## src/rtl/serial_add_pkg.sv

```systemverilog
// Shared types and constants for the nibble-serial adder.
package serial_add_pkg;

   typedef enum logic [1:0] {IDLE, RUN, DONE} state_e;

   localparam int unsigned SLICE_W = 4;

   // Slice counter width; a single-nibble build still needs one bit.
   function automatic int unsigned cnt_w(input int unsigned nibbles);
      return (nibbles > 1) ? $clog2(nibbles) : 1;
   endfunction

endpackage

```

## src/rtl/serial_add16_if.sv

```systemverilog
// Operand/result bus of serial_add16. Carries ovf only when SERIAL_ADD_OVF_EN is defined.
interface serial_add16_if #(
   parameter int unsigned NIBBLES = 4
);
   logic                   start;
   logic [4*NIBBLES-1:0]   a;
   logic [4*NIBBLES-1:0]   b;
   logic                   cin;
   logic                   busy;
   logic                   done;
   logic [4*NIBBLES-1:0]   sum;
   logic                   cout;
`ifdef SERIAL_ADD_OVF_EN
   logic                   ovf;

   modport master (output start, a, b, cin, input busy, done, sum, cout, ovf);
   modport slave  (input start, a, b, cin, output busy, done, sum, cout, ovf);
`else
   modport master (output start, a, b, cin, input busy, done, sum, cout);
   modport slave  (input start, a, b, cin, output busy, done, sum, cout);
`endif
endinterface

```

## src/rtl/RCA4.sv

```systemverilog
// 4-bit ripple-carry adder used as the per-cycle slice of serial_add16.
module RCA4 (
   input  logic [3:0] a,
   input  logic [3:0] b,
   output logic [3:0] sum,
   input  logic       cin,
   output logic       cout
);
   logic c;

   always_comb begin
      sum = '0;
      c   = cin;
      for (int i = 0; i < 4; i++) begin
         sum[i] = a[i] ^ b[i] ^ c;
         c      = (a[i] & b[i]) | (c & (a[i] ^ b[i]));
      end
      cout = c;
   end
endmodule

```

## src/rtl/serial_add16.sv

```systemverilog
// Wide adder built from one RCA4: one nibble per cycle, carry chained through c_q.
// Optional signed-overflow output enabled by SERIAL_ADD_OVF_EN.
module serial_add16
   import serial_add_pkg::*;
#(
   parameter int unsigned NIBBLES = 4
) (
   input  logic           clk,
   input  logic           rst_n,
   serial_add16_if.slave  bus
);
   localparam int unsigned W  = SLICE_W * NIBBLES;
   localparam int unsigned CW = cnt_w(NIBBLES);

   state_e          state_q;
   logic [W-1:0]    a_sh, b_sh, s_sh, sum_q;
   logic [CW-1:0]   cnt;
   logic            c_q, cout_q, busy_q, done_q;
`ifdef SERIAL_ADD_OVF_EN
   logic            ovf_q;
`endif

   logic [SLICE_W-1:0] rca_sum;
   logic               rca_cout;
   logic               last;
   logic [W-1:0]       s_next;

   RCA4 u_rca (
      .a    (a_sh[SLICE_W-1:0]),
      .b    (b_sh[SLICE_W-1:0]),
      .sum  (rca_sum),
      .cin  (c_q),
      .cout (rca_cout)
   );

   assign last   = (cnt == CW'(NIBBLES - 1));
   // New nibble enters at the top; after NIBBLES shifts the LSB nibble sits at [3:0].
   assign s_next = (s_sh >> SLICE_W) | (W'(rca_sum) << (W - SLICE_W));

   always_ff @(posedge clk or negedge rst_n) begin
      if (!rst_n) begin
         state_q <= IDLE;
         a_sh    <= '0;
         b_sh    <= '0;
         s_sh    <= '0;
         sum_q   <= '0;
         cnt     <= '0;
         c_q     <= 1'b0;
         cout_q  <= 1'b0;
         busy_q  <= 1'b0;
         done_q  <= 1'b0;
`ifdef SERIAL_ADD_OVF_EN
         ovf_q   <= 1'b0;
`endif
      end else begin
         case (state_q)
            IDLE, DONE: begin
               done_q <= 1'b0;
               if (bus.start) begin
                  a_sh    <= bus.a;
                  b_sh    <= bus.b;
                  c_q     <= bus.cin;
                  cnt     <= '0;
                  s_sh    <= '0;
                  busy_q  <= 1'b1;
                  state_q <= RUN;
               end else begin
                  state_q <= IDLE;
               end
            end
            RUN: begin
               s_sh <= s_next;
               c_q  <= rca_cout;
               a_sh <= a_sh >> SLICE_W;
               b_sh <= b_sh >> SLICE_W;
               cnt  <= cnt + 1'b1;
               if (last) begin
                  sum_q   <= s_next;
                  cout_q  <= rca_cout;
`ifdef SERIAL_ADD_OVF_EN
                  ovf_q   <= (a_sh[SLICE_W-1] == b_sh[SLICE_W-1]) &&
                             (rca_sum[SLICE_W-1] != a_sh[SLICE_W-1]);
`endif
                  busy_q  <= 1'b0;
                  done_q  <= 1'b1;
                  state_q <= DONE;
               end
            end
            default: state_q <= IDLE;
         endcase
      end
   end

   assign bus.busy = busy_q;
   assign bus.done = done_q;
   assign bus.sum  = sum_q;
   assign bus.cout = cout_q;
`ifdef SERIAL_ADD_OVF_EN
   assign bus.ovf  = ovf_q;
`endif
endmodule

```

## src/flat_wrapper.sv

```systemverilog
// flat-port wrapper written by rule: the top's interface ports become plain ports
module serial_add16_flat import serial_add_pkg::*;
#(
   parameter int unsigned NIBBLES = 4
)
  (clk, rst_n, bus_start, bus_a, bus_b, bus_cin, bus_busy, bus_done, bus_sum, bus_cout);
  serial_add16_if #(.NIBBLES(NIBBLES)) bus_i ();
  input  logic clk;
  input  logic rst_n;
  input wire logic [$bits(bus_i.start)-1:0] bus_start;
  input wire logic [$bits(bus_i.a)-1:0] bus_a;
  input wire logic [$bits(bus_i.b)-1:0] bus_b;
  input wire logic [$bits(bus_i.cin)-1:0] bus_cin;
  output wire logic [$bits(bus_i.busy)-1:0] bus_busy;
  output wire logic [$bits(bus_i.done)-1:0] bus_done;
  output wire logic [$bits(bus_i.sum)-1:0] bus_sum;
  output wire logic [$bits(bus_i.cout)-1:0] bus_cout;
  assign bus_i.start = bus_start;
  assign bus_i.a = bus_a;
  assign bus_i.b = bus_b;
  assign bus_i.cin = bus_cin;
  assign bus_busy = bus_i.busy;
  assign bus_done = bus_i.done;
  assign bus_sum = bus_i.sum;
  assign bus_cout = bus_i.cout;
  serial_add16 #(.NIBBLES(NIBBLES)) u_core (.clk(clk), .rst_n(rst_n), .bus(bus_i));
endmodule
```

## config.mk

```make
export PLATFORM = sky130hd
export DESIGN_NAME = serial_add16_flat
export DESIGN_NICKNAME = d
export VERILOG_FILES = /design/src/rtl/serial_add_pkg.sv /design/src/rtl/serial_add16_if.sv /design/src/rtl/RCA4.sv /design/src/rtl/serial_add16.sv /design/src/flat_wrapper.sv
export SDC_FILE = /design/constraint.sdc
export NUM_CORES = 1
export LEC_CHECK = 0
export CAP_MARGIN = 0
export CORE_MARGIN = 2
export CORE_UTILIZATION = 40
export DETAILED_ROUTE_END_ITERATION = 12
export GPL_TIMING_DRIVEN = 0
export PLACE_DENSITY_LB_ADDON = 0.15
export SYNTH_ARGS = -nofsm -noshare
export SYNTH_HDL_FRONTEND = slang
export SYNTH_SLANG_ARGS = --single-unit
```

## constraint.sdc

```tcl
create_clock -name clk -period 5.6 [get_ports clk]
set_input_delay 1.12 -clock clk [delete_from_list [all_inputs] [get_ports clk]]
set_output_delay 1.12 -clock clk [all_outputs]
set_load 0.005 [all_outputs]
```

# Yosys cells after proc, flatten, opt, wreduce, memory -nomap -nowiden
# Index checks and enable logic that the tools add are counted.
# W data, S select, Z words.
[totals]
regBits = 72
output_inout_bits = 19
word_cells = 62
[classes]
add_sub_neg = 1
n_eq_ne = 5
mux = 18
bitwise = 21
reduce_logical = 7
[op_table]
columns = ["cell", "n"]
rows = [
  ["$pmux W16 S2", 3],
  ["$mux W16", 3],
  ["$or A12 B16 Y16", 1],
  ["$and A1 B1 Y1", 8],
  ["$pmux W2 S2", 2],
  ["$xor A1 B1 Y1", 8],
  ["$pmux W1 S2", 3],
  ["$reduce_and A2 Y1", 3],
  ["$mux W1", 5],
  ["$eq A2 B2 Y1 const B", 2],
  ["$mux W2", 2],
  ["$or A1 B1 Y1", 4],
  ["$reduce_and A3 Y1", 1],
  ["$add A2 B1 Y2 const B", 1],
  ["$eq A2 B1 Y1 const B", 1],
  ["$logic_not A2 Y1", 1],
  ["$ne A2 B1 Y1 const B", 1],
  ["$ne A2 B2 Y1 const B", 1],
  ["$reduce_bool A2 Y1", 1],
  ["$reduce_or A2 Y1", 1],
]

# Logic depth before layout (Yosys ltp)
[logic_depth]
ltp_word = 10
ltp_mapped = 10
ltp_nobuf = 10

# Cells and area by module
# A second synthesis with hierarchy kept.
[hier_totals]
cells_unflattened = 252
area_unflattened_um2 = 3074.2
[by_module_without_submodules]
columns = ["mod", "n_inst", "cells_each", "area_each_um2"]
rows = [
  ["serial_add16", 1, 238, 2956.6],
  ["RCA4", 1, 14, 117.6],
]

# Worst setup path before layout
# Ideal clock, no wire load.
[synth_timing]
path_type = "reg-to-reg"
from = "register u_core.c_q"
to = "register u_core.sum_q[15], in the netlist u_core.bus.sum[15]"
setup_ns = 0.125
arrival_time_ns = 2.146
required_time_ns = 5.475
slack_ns = 3.329
stages_incl_launch_ff = 10
n_path_buf = 0
cell_sequence = "dfrtp_1 inv_1 fa_1 inv_1 fa_1 inv_1 fa_1 inv_1 fa_1 mux2_2"
[synth_between]
elab_chain_len = 8
[synth_rtl]
columns = ["element", "line", "text"]
rows = [
  ["from (decl)", "serial_add16.sv:18", "logic c_q, cout_q, busy_q, done_q;"],
  ["from (signal assigned)", "serial_add16.sv:62", "c_q <= bus.cin;"],
  ["from (signal assigned)", "serial_add16.sv:73", "c_q <= rca_cout;"],
  ["$and A1 B1 Y1", "RCA4.sv:16", "c = (a[i] & b[i]) | (c & (a[i] ^ b[i]));"],
  ["$or A1 B1 Y1", "RCA4.sv:16", ""],
  ["$and A1 B1 Y1", "RCA4.sv:16", ""],
  ["$or A1 B1 Y1", "RCA4.sv:16", ""],
  ["$and A1 B1 Y1", "RCA4.sv:16", ""],
  ["$or A1 B1 Y1", "RCA4.sv:16", ""],
  ["$xor A1 B1 Y1", "RCA4.sv:15", "sum[i] = a[i] ^ b[i] ^ c;"],
  ["via u_core.rca_sum[3]", "serial_add16.sv:23", "logic [SLICE_W-1:0] rca_sum;"],
  ["$or A12 B16 Y16", "serial_add16.sv:38", "assign s_next = (s_sh >> SLICE_W) | (W'(rca_sum) << (W - SLICE_W));"],
  ["to (signal assigned)", "serial_add16.sv:78", "sum_q <= s_next;"],
  ["to (decl)", "serial_add16.sv:16", "logic [W-1:0] a_sh, b_sh, s_sh, sum_q;"],
]
# The timed path passes the listed nets, and every way through them passes these cells.
# A chain may end at the register's enable or synchronous reset.

# Worst setup path after layout
# Same ends and word-level chain as after synthesis.

==> out/results.ini <==
[clocking]
cts_buffer_depth=2
cts.repair.resized=0
cts_setup_buffers=0
cts-buffers-inserted=9
cts_tree=built
cts.sinks=68
root_buffer=clkbuf_8
ctsHtreeMaxLevel=3
path_clk_slew_ns=0.07
postCtsHoldBufs=0
clkLatencyLatePin_ns=0.34

[synthesis]
synthesis.area_um2=3050
synth_seq_cells=68
avgSynthCellArea_um2=12.2
synth_cell_type_count=30
syn_nets=291
yosysWarnings=0
synth_seq_area_share=0.558
netlist_instances=250

[timing]
slew_headroom=0.438
post-route-period-util=0.434
setup_viol=0
rsz0062_at_grt=no
clock_skew_ns=0.00513
fmax_mhz=411
fin_crit_ns=2.43
worst_slack_ns=3.17
slew_viol_final=0
fin_tns_setup_ns=0
finalHoldViolations=0
tightest_slew_ns=0.843

[setup_path]
crit_fanout=3
cp-end-kind=register
slowest_delay_ns=0.44
crit_chain=inv_1 -> fa_1 -> inv_1 -> fa_1 -> inv_1 -> fa_1 -> inv_1 -> fa_1 -> mux2_2
cp_slowest_cell=fa_1
startpoint_type=register
cp_num_buf_inv=4
required_ns=5.83
crit_arrival_ns=2.66
crit_family=adder cells
worstSetupPathType=reg2reg

[drt]
via_per_inst=5.15
wl_met1_um=3180
met2_length_um=3260
route.met3.wl_um=238
routed.top_layer=met4
wire_per_inst_um=16.1
routed_wl_um=6770
remaining_drc_errors=0
drt.antenna.violating_nets=0
initialDrtViolationCount=88
num_vias=2157
drt_first_pass_iters=4

[die]
die_x_um=91.3
dieArea_um2=8340
initial_utilization=0.416
io_pins=55
core_um2=7330
dieHeight_um=91.3
row_count=31

[global_route]
grt-ovfl-total=0
first_global_vias=2147
antenna_found_initial=0
grt_pass1_wl_um=11100
grt.total_usage=0.174
grt_max_degree=69

[final_layout]
diodes=0
drive_gt1_frac=0.181
syn_to_final_growth_pct=29.9
layout_commonest_cell=dfrtp_1
final_cell_mix=dfrtp_1 (68), clkdlybuf4s50_1 (53), mux2_2 (20), a22o_1 (16), mux2i_1 (14)
nNetsFinal=356
fillCellCount=650

[place]
post-dp-hpwl_um=4710
pre_cts_slack_ns=2.94
gp_congestion=0.763
port_buffers=54

[min_path]
hold_class=reg2reg

[power]
p_per_area_nw_per_um2=586
peakVddDrop_mv=0.291
p_total_uw=2320
p_leak_uw=0.00174

[status]
run_status=complete, no violations

[flow_run]
cap_violations=0

path summary, 6_finish.rpt:
path	from	to	slack, ns	cells past startpoint
max in group asynchronous	rst_n	u_core.b_sh[9]	4.17	1
min in group asynchronous	rst_n	u_core.bus.sum[7]	0.89	1
setup reg to reg	u_core.c_q	u_core.bus.sum[15]	3.17	9
setup / recovery	u_core.c_q	u_core.bus.sum[15]	3.17	9
hold reg to reg	u_core.bus.sum[14]	u_core.bus.sum[14]	0.48	2
hold / removal	u_core.bus.sum[14]	u_core.bus.sum[14]	0.48	2
flip-flops by register name, indices dropped and copies added, names as in the netlist, 2 cells and up:
register,flops
u_core.bus.sum,16
u_core.a_sh,16
u_core.state_q,2
u_core.b_sh,16
u_core.cnt,2
u_core.s_sh,12
cells in the mapped netlist:
| cell type | number | area share |
|---|---|---|
| a211oi_1 | 10 | 0.025 |
| a21oi_1 | 12 | 0.020 |
| a221o_1 | 2 | 0.0066 |
| a22o_1 | 16 | 0.046 |
| a22oi_1 | 3 | 0.0074 |
| and3b_1 | 2 | 0.0057 |
| buf_2 | 12 | 0.020 |
| buf_4 | 2 | 0.0049 |
| buf_6 | 5 | 0.018 |
| dfrtp_1 | 68 | 0.56 |
| fa_1 | 4 | 0.026 |
| ha_1 | 1 | 0.0041 |
| inv_1 | 10 | 0.012 |
| mux2_2 | 20 | 0.074 |
| mux2i_1 | 14 | 0.046 |
| nand2_1 | 5 | 0.0062 |
| nand2b_1 | 2 | 0.0041 |
| nand3_1 | 7 | 0.011 |
| nand3b_1 | 1 | 0.0025 |
| nor2_1 | 9 | 0.011 |
| nor2_4 | 1 | 0.0037 |
| nor2b_1 | 12 | 0.025 |
| nor2b_2 | 1 | 0.0029 |
| nor3_1 | 8 | 0.013 |
| o21a_1 | 1 | 0.0025 |
| o21ai_0 | 8 | 0.013 |
| o21bai_1 | 1 | 0.0025 |
| o22ai_1 | 10 | 0.021 |
| o2bb2ai_1 | 2 | 0.0057 |
| xnor2_1 | 1 | 0.0029 |
logic make-up (layout without fill, tap and decap cells):
family,count (synthesis),count (layout),synth area share
flip-flops,68,68,0.558
buffers and inverters,29,99,0.0554
AO/OA/AOI/OAI,65,65,0.148
AND/OR/NAND/NOR,48,48,0.0853
XOR/XNOR,1,1,0.00287
adder cells (fa/ha/maj),5,5,0.0304
multiplexers,34,34,0.120
routing by layer:
metal  track usage  up-vias
met2         0.273       43
met1         0.239     1071
met3        0.0498        6
met5             0        -
met4        0.0455        0
li1              -     1037
final cells by class:
cell class / count / area [um2] / area share
timing repair buffer: 54 / 538 / 0.136
clock inverter: 6 / 111 / 0.0281
inverter: 10 / 37.5 / 0.00948
clock buffer: 10 / 138 / 0.0347
sequential: 68 / 1700 / 0.430
multi-input combinational: 153 / 1180 / 0.298
buffer: 19 / 131 / 0.0332
tap: 99 / 124 / 0.0313
tightest hold or removal path, stage by stage (launching register included):
cell and delay, ns:
dfrtp_1 0.34, nand2_1 0.04, o21ai_0 0.06
where the power goes:
part / switching [uW] / leakage [uW] / internal, uW
sequential: 155 / 0.000844 / 718
clock: 187 / 0.000122 / 308
combinational: 437 / 0.000776 / 515
total: 779 / 0.00174 / 1540
metrics by stage:
| step | utilization | cells | hold slack, ns | area (um2) |
|---|---|---|---|---|
| 2_1_floorplan | - | 250 | 0.466 | 3050 |
| 3_3_place_gp | 0.507 | 403 | 0.462 | 3710 |
| 3_5_place_dp | 0.506 | 403 | 0.472 | 3710 |
| 4_1_cts | 0.540 | 419 | 0.489 | 3960 |
| 5_1_grt | 0.540 | 419 | 0.508 | 3960 |
| 6_report | 0.540 | 419 | 0.478 | 3960 |
Note: power is estimated with default switching activity, not from simulation.
